**config.mk**
```make
export PLATFORM = sky130hd
export DESIGN_NAME = seq_multiplier_flat
export DESIGN_NICKNAME = d
export VERILOG_FILES = /design/src/rtl/seq_mult_pkg.sv /design/src/rtl/seq_multiplier_if.sv /design/src/rtl/seq_mult_datapath.sv /design/src/rtl/seq_multiplier.sv /design/src/flat_wrapper.sv
export SDC_FILE = /design/constraint.sdc
export NUM_CORES = 1
export LEC_CHECK = 0
export ABC_AREA = 0
export CAP_MARGIN = 15
export CORE_ASPECT_RATIO = 1.2
export CORE_MARGIN = 2
export CORE_UTILIZATION = 40
export DETAILED_ROUTE_END_ITERATION = 12
export PLACE_DENSITY = 0.63
export SETUP_SLACK_MARGIN = 0.4
export SLEW_MARGIN = 20
export SYNTH_ARGS = -nofsm -noshare
export SYNTH_HDL_FRONTEND = slang
export SYNTH_HIERARCHICAL = 1
export SYNTH_SLANG_ARGS = --single-unit
export TNS_END_PERCENT = 5
```
**constraint.sdc**
```tcl
create_clock -name clk -period 7.6 [get_ports clk]
set_input_delay 1.52 -clock clk [delete_from_list [all_inputs] [get_ports clk]]
set_output_delay 1.52 -clock clk [all_outputs]
set_load 0.005 [all_outputs]
```
**src/rtl/seq_mult_pkg.sv**
```systemverilog
// Shared types and helpers for the sequential shift-add multiplier.
package seq_mult_pkg;

    typedef enum logic [1:0] {
        IDLE = 2'd0,
        RUN  = 2'd1,
        DONE = 2'd2
    } state_e;

    // Counter must hold the value WIDTH itself, hence WIDTH+1 codes.
    function automatic int unsigned cnt_w(input int unsigned width);
        return $clog2(width + 1);
    endfunction

endpackage

```
**src/rtl/seq_multiplier_if.sv**
```systemverilog
// Start/busy/done handshake and operand/product bus of seq_multiplier.
interface seq_multiplier_if #(
    parameter int unsigned WIDTH = 8
);
    logic                 start;
    logic [WIDTH-1:0]     ina;
    logic [WIDTH-1:0]     inb;
    logic                 is_signed;
    logic                 busy;
    logic                 done;
    logic [2*WIDTH-1:0]   out;

    modport master (output start, ina, inb, is_signed, input busy, done, out);
    modport slave  (input start, ina, inb, is_signed, output busy, done, out);
endinterface

```
**src/rtl/seq_mult_datapath.sv**
```systemverilog
// Partial-product, multiplicand and multiplier registers with the shift-add step.
module seq_mult_datapath
    import seq_mult_pkg::*;
#(
    parameter int unsigned WIDTH = 8
) (
    input  logic                 clk,
    input  logic                 rst_n,
    input  logic                 load_i,
    input  logic                 step_i,
    input  logic [WIDTH-1:0]     a_i,
    input  logic [WIDTH-1:0]     b_i,
    output logic [2*WIDTH-1:0]   sum_c
);
    localparam int unsigned PW = 2 * WIDTH;

    logic [PW-1:0]    prod_q, prod_d;
    logic [PW-1:0]    mcand_q, mcand_d;
    logic [WIDTH-1:0] mplier_q, mplier_d;

    // Value the partial product takes on this step; exposed so the last step can be captured.
    assign sum_c = mplier_q[0] ? (prod_q + mcand_q) : prod_q;

    always_comb begin
        prod_d   = prod_q;
        mcand_d  = mcand_q;
        mplier_d = mplier_q;
        if (load_i) begin
            prod_d   = '0;
            mcand_d  = PW'(a_i);
            mplier_d = b_i;
        end else if (step_i) begin
            prod_d   = sum_c;
            mcand_d  = mcand_q << 1;
            mplier_d = mplier_q >> 1;
        end
    end

    always_ff @(posedge clk or negedge rst_n) begin
        if (!rst_n) begin
            prod_q   <= '0;
            mcand_q  <= '0;
            mplier_q <= '0;
        end else begin
            prod_q   <= prod_d;
            mcand_q  <= mcand_d;
            mplier_q <= mplier_d;
        end
    end

endmodule

```
**src/rtl/seq_multiplier.sv**
```systemverilog
// Iterative shift-add multiplier: FSM, iteration counter, handshake and sign fix-up.
// Signed operation is built only when SEQ_MULT_SIGNED_EN is defined.
module seq_multiplier
    import seq_mult_pkg::*;
#(
    parameter int unsigned WIDTH = 8
) (
    input  logic              clk,
    input  logic              rst_n,
    seq_multiplier_if.slave   bus
);
    localparam int unsigned PW    = 2 * WIDTH;
    localparam int unsigned CNT_W = cnt_w(WIDTH);

    state_e              state_q, state_d;
    logic [CNT_W-1:0]    cnt_q, cnt_d;
    logic                busy_q, busy_d;
    logic                done_q, done_d;
    logic [PW-1:0]       out_q, out_d;
    logic                load_c, step_c;
    logic [WIDTH-1:0]    a_mag_c, b_mag_c;
    logic [PW-1:0]       sum_c, result_c;

`ifdef SEQ_MULT_SIGNED_EN
    logic sign_q, sign_d;

    // Magnitudes as WIDTH-bit unsigned, so the most-negative value maps to 2^(WIDTH-1).
    assign a_mag_c  = (bus.is_signed && bus.ina[WIDTH-1]) ? (~bus.ina + WIDTH'(1)) : bus.ina;
    assign b_mag_c  = (bus.is_signed && bus.inb[WIDTH-1]) ? (~bus.inb + WIDTH'(1)) : bus.inb;
    assign result_c = sign_q ? (~sum_c + PW'(1)) : sum_c;
`else
    logic is_signed_unused;

    assign is_signed_unused = bus.is_signed;
    assign a_mag_c          = bus.ina;
    assign b_mag_c          = bus.inb;
    assign result_c         = sum_c;
`endif

    seq_mult_datapath #(.WIDTH(WIDTH)) u_datapath (
        .clk    (clk),
        .rst_n  (rst_n),
        .load_i (load_c),
        .step_i (step_c),
        .a_i    (a_mag_c),
        .b_i    (b_mag_c),
        .sum_c  (sum_c)
    );

    always_comb begin
        state_d = state_q;
        cnt_d   = cnt_q;
        busy_d  = busy_q;
        done_d  = 1'b0;
        out_d   = out_q;
        load_c  = 1'b0;
        step_c  = 1'b0;
`ifdef SEQ_MULT_SIGNED_EN
        sign_d  = sign_q;
`endif
        case (state_q)
            IDLE, DONE: begin
                if (bus.start) begin
                    load_c  = 1'b1;
                    cnt_d   = CNT_W'(WIDTH);
                    busy_d  = 1'b1;
                    state_d = RUN;
`ifdef SEQ_MULT_SIGNED_EN
                    sign_d  = bus.is_signed & (bus.ina[WIDTH-1] ^ bus.inb[WIDTH-1]);
`endif
                end
            end
            RUN: begin
                step_c = 1'b1;
                cnt_d  = cnt_q - CNT_W'(1);
                // Final step: capture the completed sum, never a partial one.
                if (cnt_q == CNT_W'(1)) begin
                    out_d   = result_c;
                    done_d  = 1'b1;
                    busy_d  = 1'b0;
                    state_d = DONE;
                end
            end
            default: state_d = IDLE;
        endcase
    end

    always_ff @(posedge clk or negedge rst_n) begin
        if (!rst_n) begin
            state_q <= IDLE;
            cnt_q   <= '0;
            busy_q  <= 1'b0;
            done_q  <= 1'b0;
            out_q   <= '0;
`ifdef SEQ_MULT_SIGNED_EN
            sign_q  <= 1'b0;
`endif
        end else begin
            state_q <= state_d;
            cnt_q   <= cnt_d;
            busy_q  <= busy_d;
            done_q  <= done_d;
            out_q   <= out_d;
`ifdef SEQ_MULT_SIGNED_EN
            sign_q  <= sign_d;
`endif
        end
    end

    assign bus.busy = busy_q;
    assign bus.done = done_q;
    assign bus.out  = out_q;

endmodule

```
**src/flat_wrapper.sv**
```systemverilog
// flat-port wrapper written by rule: the top's interface ports become plain ports
module seq_multiplier_flat import seq_mult_pkg::*;
#(
    parameter int unsigned WIDTH = 8
)
  (clk, rst_n, bus_start, bus_ina, bus_inb, bus_is_signed, bus_busy, bus_done, bus_out);
  seq_multiplier_if #(.WIDTH(WIDTH)) bus_i ();
  input  logic clk;
  input  logic rst_n;
  input wire logic [$bits(bus_i.start)-1:0] bus_start;
  input wire logic [$bits(bus_i.ina)-1:0] bus_ina;
  input wire logic [$bits(bus_i.inb)-1:0] bus_inb;
  input wire logic [$bits(bus_i.is_signed)-1:0] bus_is_signed;
  output wire logic [$bits(bus_i.busy)-1:0] bus_busy;
  output wire logic [$bits(bus_i.done)-1:0] bus_done;
  output wire logic [$bits(bus_i.out)-1:0] bus_out;
  assign bus_i.start = bus_start;
  assign bus_i.ina = bus_ina;
  assign bus_i.inb = bus_inb;
  assign bus_i.is_signed = bus_is_signed;
  assign bus_busy = bus_i.busy;
  assign bus_done = bus_i.done;
  assign bus_out = bus_i.out;
  seq_multiplier #(.WIDTH(WIDTH)) u_core (.clk(clk), .rst_n(rst_n), .bus(bus_i));
endmodule
```
==> results.sh <==
export IMPL_fin_hold_ws_ns=0.4965
export IMPL_fmax_mhz=282.6
export IMPL_antenna_cells=0
export IMPL_antenna_found_initial=0
export IMPL_synth_top_family_by_area="multiplexers"
export IMPL_setup_viol=0
export IMPL_status="finished clean"
export IMPL_relSlewSlack=0.4438
export IMPL_core_area_mm2=0.008986
export IMPL_muxShareOfSynthArea=0.1698
export IMPL_power_leakage_nw=2.028
export IMPL_dieWidth_um=91.42
export IMPL_crit_buf_inv=4
export IMPL_fin_util=0.4787
export IMPL_firstDrtPassIters=5
export IMPL_period_share=0.4655
export IMPL_ios=38
export IMPL_netlist_area_mm2=0.003669
export IMPL_synth_seq_cells=64
export IMPL_cp_common_cell="inv_1"
export IMPL_gr_usage_all_layers=0.1602
export IMPL_cp_end_kind="flip-flop"
export IMPL_synth_top_area_share=0.4366
export IMPL_fillCellCount=862
export IMPL_vias=2656
export IMPL_path_cells="clkdlybuf4s50_1 -> nand2b_1 -> inv_1 -> buf_4 -> inv_1 -> and3_1 -> a31o_2"
export IMPL_crit_family="buffers and inverters"
export IMPL_grt_overflow_total=0
export IMPL_p_total_mw=1.791
export IMPL_cts_buffers=9
export IMPL_post_cts_setup_buffers=0
export IMPL_fin_skew_ns=0.009899
export IMPL_post_route_drc_count=0
export IMPL_crit_required_ns=7.85
export IMPL_synth_nets=386
export IMPL_hold_class="reg -> reg"
export IMPL_grt_setup_unrepaired="no"
export IMPL_synth_area_leaders="dfrtp_1, mux2i_1, mux2_2"
export IMPL_place_congestion=0.8566
export IMPL_cts_sinks=64
export IMPL_avgViaCountPerCell=5.270
export IMPL_max_stage_delay_ns=0.50
export IMPL_ys_async_sr_fraction=1.000
export IMPL_synth_main_ff_cell="dfrtp_1"
export IMPL_cts_clk_slew_worst_paths_ns=0.07
export IMPL_cp_start_kind="primary input"
export IMPL_dp_hpwl_um=4918
export IMPL_grt_max_degree=65
export IMPL_floorplan_die_area_mm2=0.009956
export IMPL_synthTopCellsByCount="dfrtp_1, nand2_1, mux2i_1, o21ai_0, mux2_2"
export IMPL_syn_inst=348
export IMPL_first_global_vias=2638
export IMPL_synth_edff_count=0
export IMPL_cts_resized=0
export IMPL_synth_most_common_cell="dfrtp_1"
export IMPL_hold_viol_final=0
export IMPL_path_class="in -> reg"
export IMPL_ctsHoldBuffers=0
export IMPL_wl_per_cell_um=14.53
export IMPL_htree_levels=3
export IMPL_synthXorXnorAreaFrac=0.03104
export IMPL_fin_nets=417
export IMPL_cts_tree="yes"
export IMPL_synthSimpleGateAreaFrac=0.1293
export IMPL_drt_iter0_markers=68
export IMPL_ant_nets=0
export IMPL_synth_largest_area_cell="dfrtp_1"
export IMPL_clock_root_buffer="clkbuf_8"
export IMPL_crit_fanout=32
export IMPL_ys_types=51
export IMPL_start_util=0.4082
export IMPL_port_buffers=36
export IMPL_routed_wirelength_um=7324
export IMPL_finalMaxSlewViolations=0
export IMPL_synthToLayoutAreaGrowth_pct=17.26
export IMPL_p_per_area_mw_per_mm2=416.4
export IMPL_worstPathArrival_ns=3.79
export IMPL_grt_pass1_wl_um=12500
export IMPL_fin_tns_setup_ns=0
export IMPL_die_h_um=108.9
export IMPL_cp_slowest_cell="inv_1"
export IMPL_maxCapViolations=0
export IMPL_avgSynthCellArea_um2=10.54
export IMPL_ir_drop_v=0.0001977
export IMPL_yosys_warnings=6
export IMPL_tightest_slew_ns=0.8342
export IMPL_cts_path_max_buffers=2
export IMPL_synth_compound_area_frac=0.1293
export IMPL_drive_gt1_frac=0.1641
export IMPL_period_needed_ns=3.538
export IMPL_synth_fa_ha_area_frac=0.06344
export IMPL_clock_latency_ns=0.35
export IMPL_rows=38
export IMPL_synth_seq_area_share=0.4366
## worst register-to-register path, cell delays in order, from the launching register on
cell and delay [ns]:
dfrtp_1 0.40, ha_1 0.23, fa_1 0.45, a211oi_1 0.37, o21bai_1 0.18, a21oi_1 0.34, o211ai_1 0.17, xor2_1 0.16
mux2_2 0.26, mux2_2 0.25
## routing by layer
metal / up-vias / GRT usage / part of all wire
met4: 0 / 0.07035 / 0.015
met3: 8 / 0.04077 / 0.029
met1: 1315 / 0.1894 / 0.44
met5: - / 0 / 0
met2: 33 / 0.2763 / 0.51
li1: 1300 / - / -
## cell usage in the layout (no fill, tap or decap), types with 2 or more instances in the layout
| cell type | n |
|---|---|
| dfrtp_1 | 64 |
| clkdlybuf4s50_1 | 35 |
| nand2_1 | 33 |
| o21ai_0 | 27 |
| mux2i_1 | 27 |
| mux2_2 | 22 |
| nor2_1 | 21 |
| ha_1 | 17 |
| a21oi_1 | 16 |
| inv_1 | 12 |
| clkbuf_8 | 10 |
| nand3_1 | 8 |
| mux2_4 | 7 |
| xnor2_1 | 7 |
| xor2_1 | 6 |
| nor3_1 | 5 |
| nand4_1 | 5 |
| o211ai_1 | 5 |
| buf_4 | 4 |
| a211oi_1 | 3 |
| a31oi_1 | 3 |
| and2_1 | 3 |
| o21bai_1 | 3 |
| or4_1 | 3 |
| clkinv_2 | 2 |
| nand2b_1 | 2 |
| o21a_1 | 2 |
| and4_1 | 2 |
| a21o_1 | 2 |
| a32oi_1 | 2 |
## path summary, 6_finish.rpt
| check | cells after the start | start | endpoint | slack (ns) |
|---|---|---|---|---|
| min in group asynchronous | 2 | rst_n | u_core/state_q[1]$_DFFE_PN0P_ | 1.33 |
| setup / recovery | 7 | bus_start | u_core/u_datapath/prod_q[12]$_DFFE_PN0P_ | 4.06 |
| hold reg to reg | 1 | u_core/bus.busy$_DFFE_PN0P_ | u_core/bus.busy$_DFFE_PN0P_ | 0.50 |
| max in group asynchronous | 2 | rst_n | u_core/bus.out[6]$_DFFE_PN0P_ | 5.69 |
| setup reg to reg | 9 | u_core/u_datapath/prod_q[0]$_DFFE_PN0P_ | u_core/bus.out[14]$_DFFE_PN0P_ | 4.69 |
| hold / removal | 1 | u_core/bus.busy$_DFFE_PN0P_ | u_core/bus.busy$_DFFE_PN0P_ | 0.50 |
## kinds of logic after synthesis
logic type / count (synthesis)
fa+ha+maj: 18
buf+inv: 33
compound gates: 72
xor+xnor: 13
mux: 56
flops: 64
simple gates: 92
## power by group
| group | internal (mW) | leakage (nW) | switching (mW) |
|---|---|---|---|
| registers | 0.482 | 0.824 | 0.105 |
| logic | 0.446 | 1.10 | 0.463 |
| clock network | 0.160 | 0.0993 | 0.136 |
| total | 1.09 | 2.03 | 0.704 |
## sequential cells by signal, summed over array words and instances, names as in the netlist
register	flops
u_core/state_q	2
u_core/u_datapath/mplier_q	8
u_core/u_datapath/mcand_q	16
u_core/bus.out	16
u_core/cnt_q	4
u_core/u_datapath/prod_q	16
u_core/bus.done	1
u_core/bus.busy	1
## metrics by stage
| stage | instances | setup slack [ns] | instance area [um2] |
|---|---|---|---|
| floorplan | 348 | 4.913 | 3669 |
| global placement | 488 | 3.699 | 4104 |
| detailed placement | 488 | 3.666 | 4104 |
| CTS | 504 | 4.046 | 4302 |
| global route | 504 | 3.871 | 4302 |
| finish | 504 | 4.062 | 4302 |
## area by class of cell
| type | instances | area, um2 | area share |
|---|---|---|---|
| Clock buffer | 11 | 141.4 | 0.03287 |
| Clock inverter | 5 | 56.30 | 0.01309 |
| Inverter | 13 | 48.80 | 0.01134 |
| Multi-Input combinational cell | 251 | 1918 | 0.4459 |
| Sequential cell | 64 | 1602 | 0.3723 |
| Tap cell | 120 | 150.1 | 0.03490 |
| Timing Repair Buffer | 40 | 385.4 | 0.08959 |
No activity file was read; power rests on OpenSTA's default activity.
